==> src/rtl/ex_div.sv <==
// Multi-cycle radix-2 restoring divider for DIV/DIVU in EX; stalls the front of the pipe
// while busy. State table: IDLE idle/accept | DIVZERO zero divisor | RUN iterating | DONE result valid.
module ex_div #(
    parameter int WIDTH = 32
) (
    input  logic                 clk,
    input  logic                 rst,
    input  logic                 start_i,
    input  logic                 signed_i,
    input  logic                 annul_i,
    input  logic [WIDTH-1:0]     opdata1_i,
    input  logic [WIDTH-1:0]     opdata2_i,
    output logic [2*WIDTH-1:0]   result_o,
    output logic                 ready_o,
    output logic                 stall_o
);

    localparam int CW = (WIDTH > 1) ? $clog2(WIDTH) : 1;

    typedef enum logic [1:0] {
        IDLE    = 2'd0,
        DIVZERO = 2'd1,
        RUN     = 2'd2,
        DONE    = 2'd3
    } state_t;

    state_t             state, state_nxt;
    logic [CW-1:0]      cnt;
    logic [WIDTH-1:0]   dvd, dvs, rem, quo;
    logic               qsign, rsign;
    logic [2*WIDTH-1:0] res;
    logic               live;

    logic [WIDTH:0]     shifted, trial;
    logic [WIDTH-1:0]   rem_nxt, quo_nxt;
    logic [WIDTH-1:0]   op1_mag, op2_mag;
    logic               last, accept;

    always_comb begin
        shifted = {rem, dvd[WIDTH-1]};
        trial   = shifted - {1'b0, dvs};
        rem_nxt = trial[WIDTH] ? shifted[WIDTH-1:0] : trial[WIDTH-1:0];
        quo_nxt = {quo[WIDTH-2:0], ~trial[WIDTH]};
        last    = (cnt == CW'(WIDTH - 1));
        op1_mag = (signed_i && opdata1_i[WIDTH-1]) ? -opdata1_i : opdata1_i;
        op2_mag = (signed_i && opdata2_i[WIDTH-1]) ? -opdata2_i : opdata2_i;
        accept  = start_i && !annul_i;
    end

    always_comb begin
        state_nxt = state;
        case (state)
            IDLE:    if (accept) state_nxt = (opdata2_i == '0) ? DIVZERO : RUN;
            DIVZERO: state_nxt = DONE;
            RUN:     if (last) state_nxt = DONE;
            DONE:    if (!start_i) state_nxt = IDLE;
            default: state_nxt = IDLE;
        endcase
        if (annul_i) state_nxt = IDLE;
    end

    always_ff @(posedge clk or negedge rst) begin
        if (!rst) state <= IDLE;
        else      state <= state_nxt;
    end

    // live gates stall_o so every output stays low until the first edge after reset
    always_ff @(posedge clk or negedge rst) begin
        if (!rst) begin
            live  <= 1'b0;
            cnt   <= '0;
            dvd   <= '0;
            dvs   <= '0;
            rem   <= '0;
            quo   <= '0;
            qsign <= 1'b0;
            rsign <= 1'b0;
            res   <= '0;
        end else begin
            live <= 1'b1;
            case (state)
                IDLE: begin
                    res <= '0;
                    if (accept && opdata2_i != '0) begin
                        dvd   <= op1_mag;
                        dvs   <= op2_mag;
                        rem   <= '0;
                        quo   <= '0;
                        cnt   <= '0;
                        qsign <= signed_i & (opdata1_i[WIDTH-1] ^ opdata2_i[WIDTH-1]);
                        rsign <= signed_i & opdata1_i[WIDTH-1];
                    end
                end
                DIVZERO: res <= '0;
                RUN: begin
                    dvd <= {dvd[WIDTH-2:0], 1'b0};
                    rem <= rem_nxt;
                    quo <= quo_nxt;
                    cnt <= cnt + CW'(1);
                    if (last)
                        res <= {(rsign ? -rem_nxt : rem_nxt), (qsign ? -quo_nxt : quo_nxt)};
                end
                default: ;
            endcase
            if (annul_i) res <= '0;
        end
    end

    assign ready_o  = (state == DONE);
    assign result_o = (state == DONE) ? res : '0;
    assign stall_o  = live & start_i & ~annul_i & (state != DONE);

endmodule

==> config.mk <==
export PLATFORM = sky130hd
export DESIGN_NAME = ex_div
export DESIGN_NICKNAME = d
export VERILOG_FILES = /design/src/rtl/ex_div.sv
export SDC_FILE = /design/constraint.sdc
export NUM_CORES = 1
export LEC_CHECK = 0
export CELL_PAD_IN_SITES_DETAIL_PLACEMENT = 0
export CELL_PAD_IN_SITES_GLOBAL_PLACEMENT = 1
export CORE_UTILIZATION = 30
export DETAILED_ROUTE_END_ITERATION = 16
export PLACE_DENSITY_LB_ADDON = 0.1
export SYNTH_ARGS = -nofsm -noshare
export SYNTH_HDL_FRONTEND = slang
export SYNTH_SLANG_ARGS = --single-unit
==> constraint.sdc <==
create_clock -name clk -period 12.5 [get_ports clk]
set_input_delay 2.5 -clock clk [delete_from_list [all_inputs] [get_ports clk]]
set_output_delay 2.5 -clock clk [all_outputs]
set_load 0.05 [all_outputs]
Yosys cells after proc, flatten, opt, wreduce, memory -nomap -nowiden
Index checks and enable logic that the tools add are counted.

word-level totals
  output and inout bits = 66
  bits of input ports = 69
  word-level logic and storage cells = 70
  flip-flop bits (word level) = 201

operators by class
  bitwise gates (word level) = 8
  muxes and demuxes = 22
  eq/ne operators = 9
  add/sub/neg operators = 6
  reductions and logical operators = 15

operators with widths
  cell                                                                   count
  32-bit 2-to-1 mux                                                      7
  64-bit 2-to-1 mux                                                      3
  32-bit negation                                                        4
  32-bit one-hot mux with 2 select lines                                 2
  64-bit one-hot mux with 2 select lines                                 1
  31-bit one-hot mux with 2 select lines                                 1
  33-bit by 32-bit subtractor with 33-bit output                         1
  32-bit logical NOT                                                     1
  32-bit nonzero test                                                    1
  2-bit 2-to-1 mux                                                       5
  5-bit one-hot mux with 2 select lines                                  1
  3-bit inequality test, second input constant                           3
  2-bit one-hot mux with 4 select lines                                  1
  2-bit AND reduction                                                    3
  5-bit by 1-bit adder with 5-bit output, second input constant          1
  1-bit bitwise AND                                                      5
  5-bit equality test, second input constant                             1
  5-bit 2-to-1 mux                                                       1
  2-bit equality test, second input constant                             2
  1-bit logical AND                                                      4
  2-bit inequality test, second input constant                           2
  3-bit AND reduction                                                    1
  3-bit nonzero test                                                     1
  2-bit by 1-bit equality test with 1-bit output, second input constant  1
  6 further kinds                                                        7

Logic depth before layout (Yosys ltp)
Gate-level depths: netlist of run 1.

  depth in word-level cells = 7
  depth in mapped cells = 25
  depth with buffers taken out = 22

Least setup slack after synthesis of run 1
Ideal clock, no wire load.

  kind = in2out
  start = input start_i
  end = output stall_o
  setup slack = 6.857 ns
  stages = 2
  buffers on the path = 0
  data arrival time = 3.143 ns
  required time = 10.000 ns
  path through = nor2b_1 -> and3b_1

on the way
  word-level cells in the longest chain between the ends = 3

RTL lines
  item                            RTL line  RTL
  from (decl)                     8         input logic start_i,
  1-bit bitwise AND (3 in a row)  111       assign stall_o = live & start_i & ~annul_i & (state != DONE);
  to (decl)                       15        output logic stall_o

Every way passes these cells.

Final worst setup path of run 1
  start = input annul_i
  end = output stall_o

on the way
  word-level cells in the longest chain between the ends = 3

RTL lines
  item                            RTL line  RTL
  from (decl)                     10        input logic annul_i,
  1-bit inverter                  111
  1-bit bitwise AND (2 in a row)  111

Every way passes these cells.

==> results.cfg, run 1 <==
[logic_synthesis]
yosys.area.top_type = dfrtp_1
synth-simple-area-share = 0.229
yosysUniqueCellTypes = 83
synthMuxAreaShare = 0.0207
ys_warn_count = 0
netlist_instances = 1702
synth-xor-area-share = 0.0867
ys_async_sr_fraction = 1.00
ys_top_cells_by_area = dfrtp_1 37%, nand2_1 7.9%, o21ai_0 7.2%
synth_compound_area_frac = 0.215
synth_top_family_by_area = simple AND/OR/NAND/NOR gates
synth_fp_nets = 1814
syn_area_um2 = 13700
ys.flop_type = dfrtp_1
synth-adder-area-share = 0.0397
ys_ff_latch = 201
synth_edf_count = 0
synth.top_cell.area_share = 0.366
synth_seq_area_share = 0.366
syn_avg_cell_area_um2 = 8.07

[finish]
final_cell_mix = 288 x nand2_1, 201 x dfrtp_1, 197 x o21ai_0
seqCellArea_um2 = 5030
drive_above_1_share = 0.0532
fin_nets = 1898
syn2layout_area_growth_pct = 20.1
layout_commonest_cell = nand2_1
nFillCells = 4854
diodes = 0
stdcell_area_um2 = 16500
multiInputGateArea_um2 = 8160

[cts]
clock_sinks = 201
clk_latency_ps = 550
clk_pin_slew_worst_paths_ps = 50
cts_tree = built
numCtsBuffers = 26
clock_path_buffers = 3
ctsResizeCount = 0
htreeDepth = 1
cts_root_buffer = clkbuf_16
post_cts_buffers = 0
cts_hold_buffers = 0

[hold_path]
hp-class = reg -> reg
hold_start = res[15]
hold_end = res[15]
hold_depth = 2

[floorplanning]
die_h_um = 216
initial_core_util = 0.303
die_w_um = 216
rows = 78
die_area_um2 = 46600
ios = 135
core_um2 = 45300

[pwr]
powerDensity_nw_per_um2 = 167
p_seq_frac = 0.304
comb_power_share = 0.411
vdd_drop_max_mv = 0.110
p_sw_mw = 1.15
swShare = 0.417
leakagePower_nw = 7.13
pwr-share-clk = 0.285
p_int_mw = 1.60

[global_route]
grtUsageTotal = 0.178
antenna_found_initial = 0
grt_pass1_vias = 11654
met3_usage = 0.0221
grt_max_degree = 87
grt_pass1_wl_um = 67100
busiest_layer = met1
use_met2 = 0.258
overflow = 0
use_met1 = 0.275

[setup_path]
r2r_start = dvd[31]
arrival_ps = 4560
path_cells = clkdlybuf4s50_1 -> nor2b_1 -> and3b_1 -> clkdlybuf4s50_1
start_kind = primary input
timing.rr.end = res[62]
cp_slowest_cell = clkdlybuf4s50_1
critPathKind = in -> out
worst_setup_path_end_kind = primary output
worst_path_most_repeated_cell = clkdlybuf4s50_1
max_stage_delay_ps = 800
path_delay_family = buffers and inverters
crit_buf_inv = 2
reg2reg_depth = 23
cp_max_fo = 6
r2r_setup_slack_ps = 6010
cp.required_ps = 10000

[placed_design]
place_ws_ps = 5270
dp_hpwl_um = 30600
placed_area_um2 = 15600
place.port_buffers = 134
gp_routability_congestion = 0.808

[route]
ant_nets = 0
drtIter0Drc = 562
wirelength_um = 41400
num_vias = 12002
drc = 0
avgRoutedWirePerCell_um = 17.2
dr.pass1.iters = 5
viasPerCell = 4.99

[timing]
skew_ps = 14.4
finalCriticalPeriod_ps = 7060
tns_ps = 0
max_freq_mhz = 142
rsz0062_at_grt = false
post-route-period-util = 0.565
setup-violations-final = 0
finalHoldViolations = 0
fin_ws_ps = 5440
max_slew_margin = 0.285
drv_slew = 0
worstMarginPinSlew_ps = 1070

[status]
status = complete, no violations

[job]
maxCapViolations = 0
==> cell usage after synthesis (11+ instances only) <==
master      n
nor4_1     17
or3_1      23
ha_1       42
o41ai_1    14
clkbuf_1   59
nand4_1    11
o21ai_0   197
xor2_1     75
buf_2      23
o31ai_1    26
mux2i_1    25
nand3_1    53
inv_1      59
nor3_1     32
a21oi_1   120
and2_1     73
dfrtp_1   201
or4_1      14
nand2_1   288
o21ai_1    17
nor2_1     96
xnor2_1    61
==> cell type report <==
type,instances,area share
clock buffers,37,0.0456
repair buffers,146,0.0870
well taps,600,0.0455
flip-flops and latches,201,0.305
inverters,60,0.0137
multi-input cells,1351,0.495
clock inverters,11,0.00872
==> flip-flops by register name (all words and copies together) (netlist names) <==
signal  flops
qsign       1
cnt         5
state       2
rsign       1
dvd        32
dvs        32
res        64
quo        31
rem        32
live        1
==> worst min-delay path, delay by kind of cell (launching register included) <==
kind | cells | cell delay, ps
flops | 1 | 330
compound gates | 1 | 50
simple gates | 1 | 40
==> power groups by stage <==
stage | clock network, mW | registers (mW) | logic (mW)
6_report | 0.783 | 0.835 | 1.13
5_1_grt | 0.838 | 0.851 | 1.28
4_1_cts | 0.806 | 0.836 | 1.14
3_5_place_dp | 0 | 0.846 | 1.14
3_3_place_gp | 0 | 0.844 | 1.13
2_1_floorplan | 0 | 0.826 | 0.821
==> routing by layer <==
metal / up-vias / wire length, µm
met3: 42 / 1380
met5: - / 0
met4: 0 / 773
met1: 5593 / 22100
li1: 6175 / -
met2: 192 / 17200
==> worst max-delay path by stage <==
stage | depth (start not counted) | end | startpoint | slack (ps)
2_1_floorplan | 2 | stall_o | start_i | 6860
5_1_grt | 4 | stall_o | annul_i | 5330
3_3_place_gp | 4 | stall_o | annul_i | 5390
3_5_place_dp | 13 | rem[8] | opdata2_i[7] | 5270
4_1_cts | 4 | stall_o | annul_i | 5380
6_report | 4 | stall_o | annul_i | 5440
==> logic make-up (layout without fill, tap and decap cells) <==
logic type,after synthesis,after routing
fa+ha+maj,43,43
simple gates,659,659
buf+inv,150,254
compound gates,484,484
xor+xnor,136,136
other cells,1,1
mux,28,28
flops,201,201
==> per-stage QoR <==
| step | power [mW] | util | hold slack [ps] | instances |
|---|---|---|---|---|
| final | 2.75 | 0.364 | 469 | 2406 |
| after global routing | 2.97 | 0.364 | 488 | 2406 |
| after CTS | 2.79 | 0.364 | 479 | 2406 |
| after detailed placement | 1.99 | 0.344 | 466 | 2358 |
| after global placement | 1.98 | 0.344 | 456 | 2358 |
| after floorplan | 1.65 | - | 441 | 1702 |
(Power assumes the default switching activity.)
==> inputs of run 2 (changes only) <==
==> constraint.sdc (replaced) <==
create_clock -name clk -period 6 [get_ports clk]
set_input_delay 1.2 -clock clk [delete_from_list [all_inputs] [get_ports clk]]
set_output_delay 1.2 -clock clk [all_outputs]
set_load 0.05 [all_outputs]
==> results.cfg, run 2 (synthesis results as in run 1) <==
[status]
status = complete, no violations

[cts]
htreeDepth = 1
cts_tree = built
post_cts_buffers = 0
numCtsBuffers = 26
cts_root_buffer = clkbuf_16
clk_pin_slew_worst_paths_ps = 60
clock_path_buffers = 3
clk_latency_ps = 550
cts_hold_buffers = 0
ctsResizeCount = 0
clock_sinks = 201

[setup_path]
cp_max_fo = 8
worst_setup_path_end_kind = register
start_kind = register
arrival_ps = 5920
critPathKind = reg -> reg
reg2reg_depth = 21
cp.required_ps = 6380

[finish]
layout_commonest_cell = nand2_1
largest_register = res
largest_register_ffs = 64
final_cell_mix = 288 x nand2_1, 201 x dfrtp_1, 197 x o21ai_0
drive_above_1_share = 0.0535
fin_nets = 1905
stdcell_area_um2 = 16500
diodes = 0
syn2layout_area_growth_pct = 20.3
nFillCells = 4812

[job]
maxCapViolations = 0

[timing]
max_slew_margin = 0.268
rsz0062_at_grt = false
worstMarginPinSlew_ps = 1100
skew_ps = 11.0
post-route-period-util = 0.922
setup-violations-final = 0
max_freq_mhz = 181
finalHoldViolations = 0
drv_slew = 0
finalCriticalPeriod_ps = 5530
tns_ps = 0

[route]
drtIter0Drc = 742
wirelength_um = 42500
viasPerCell = 5.05
dr.pass1.iters = 5
ant_nets = 0
avgRoutedWirePerCell_um = 17.6
drc = 0
num_vias = 12176

[global_route]
grt_max_degree = 125
antenna_found_initial = 0
grt_pass1_vias = 11937
overflow = 0
grtUsageTotal = 0.182
grt_pass1_wl_um = 68200

[floorplanning]
die_area_um2 = 46600
die_w_um = 216
core_um2 = 45300
rows = 78
initial_core_util = 0.303
die_h_um = 216
ios = 135

[placed_design]
dp_hpwl_um = 31700
place.port_buffers = 134
gp_routability_congestion = 0.893
placed_area_um2 = 15700

[pwr]
powerDensity_nw_per_um2 = 346
leakagePower_nw = 7.15
vdd_drop_max_mv = 0.276

[hold_path]
hold_depth = 2
hp-class = reg -> reg
run 2: cell type report:
class	count	area, µm²	area share
Multi-Input combinational cell	1351	8160	0.494
Inverter	60	225	0.0136
Timing Repair Buffer	153	1500	0.0908
Tap cell	600	751	0.0454
Sequential cell	201	5030	0.304
Clock buffer	40	743	0.0450
Clock inverter	7	121	0.00734
run 2: report_power, final:
group          switching (mW)  internal (mW)
clock network           0.604          0.977
registers               0.156           1.60
logic                    1.62          0.751
total                    2.38           3.33
run 2: critical path: stages, from the launching register on:
cell,delay (ps)
dfrtp_1,450
inv_1,90
ha_1,160
inv_1,50
fa_1,410
a211oi_2,270
o211ai_1,160
a21o_1,240
o211a_4,280
nor4_4,420
nor2_4,50
inv_2,130
mux2i_1,290
ha_1,260
nand2_1,80
or4_1,530
or2_2,330
o41ai_2,370
o211ai_1,230
o31ai_1,330
xnor2_1,160
o21ai_1,70
run 2: per-layer routing:
metal,vias to the layer above,part of all wire,GRT usage
met1,5740,0.51,0.270
met2,215,0.43,0.278
met3,45,0.037,0.0204
li1,6176,-,-
met4,0,0.021,0.0481
met5,-,0,0
run 2: worst paths after layout:
kind                                 to    start  slack, ps
worst max-delay path            res[62]  dvd[31]        470
worst max register to register  res[62]  dvd[31]        470
max in group asynchronous        dvd[1]      rst       4170
worst min register to register  res[19]  res[19]        470
min in group asynchronous       res[45]      rst        620
worst min-delay path            res[19]  res[19]        470
run 2: metrics by stage:
stage | total power, mW | utilization | hold WS, ps | instances | setup WS, ps
2_1_floorplan | 3.43 | - | 441 | 1702 | 498
3_3_place_gp | 4.18 | 0.346 | 458 | 2365 | 596
3_5_place_dp | 4.18 | 0.346 | 465 | 2365 | 499
4_1_cts | 5.82 | 0.365 | 477 | 2412 | 474
5_1_grt | 6.16 | 0.365 | 497 | 2412 | 76.2
6_report | 5.72 | 0.365 | 467 | 2412 | 467
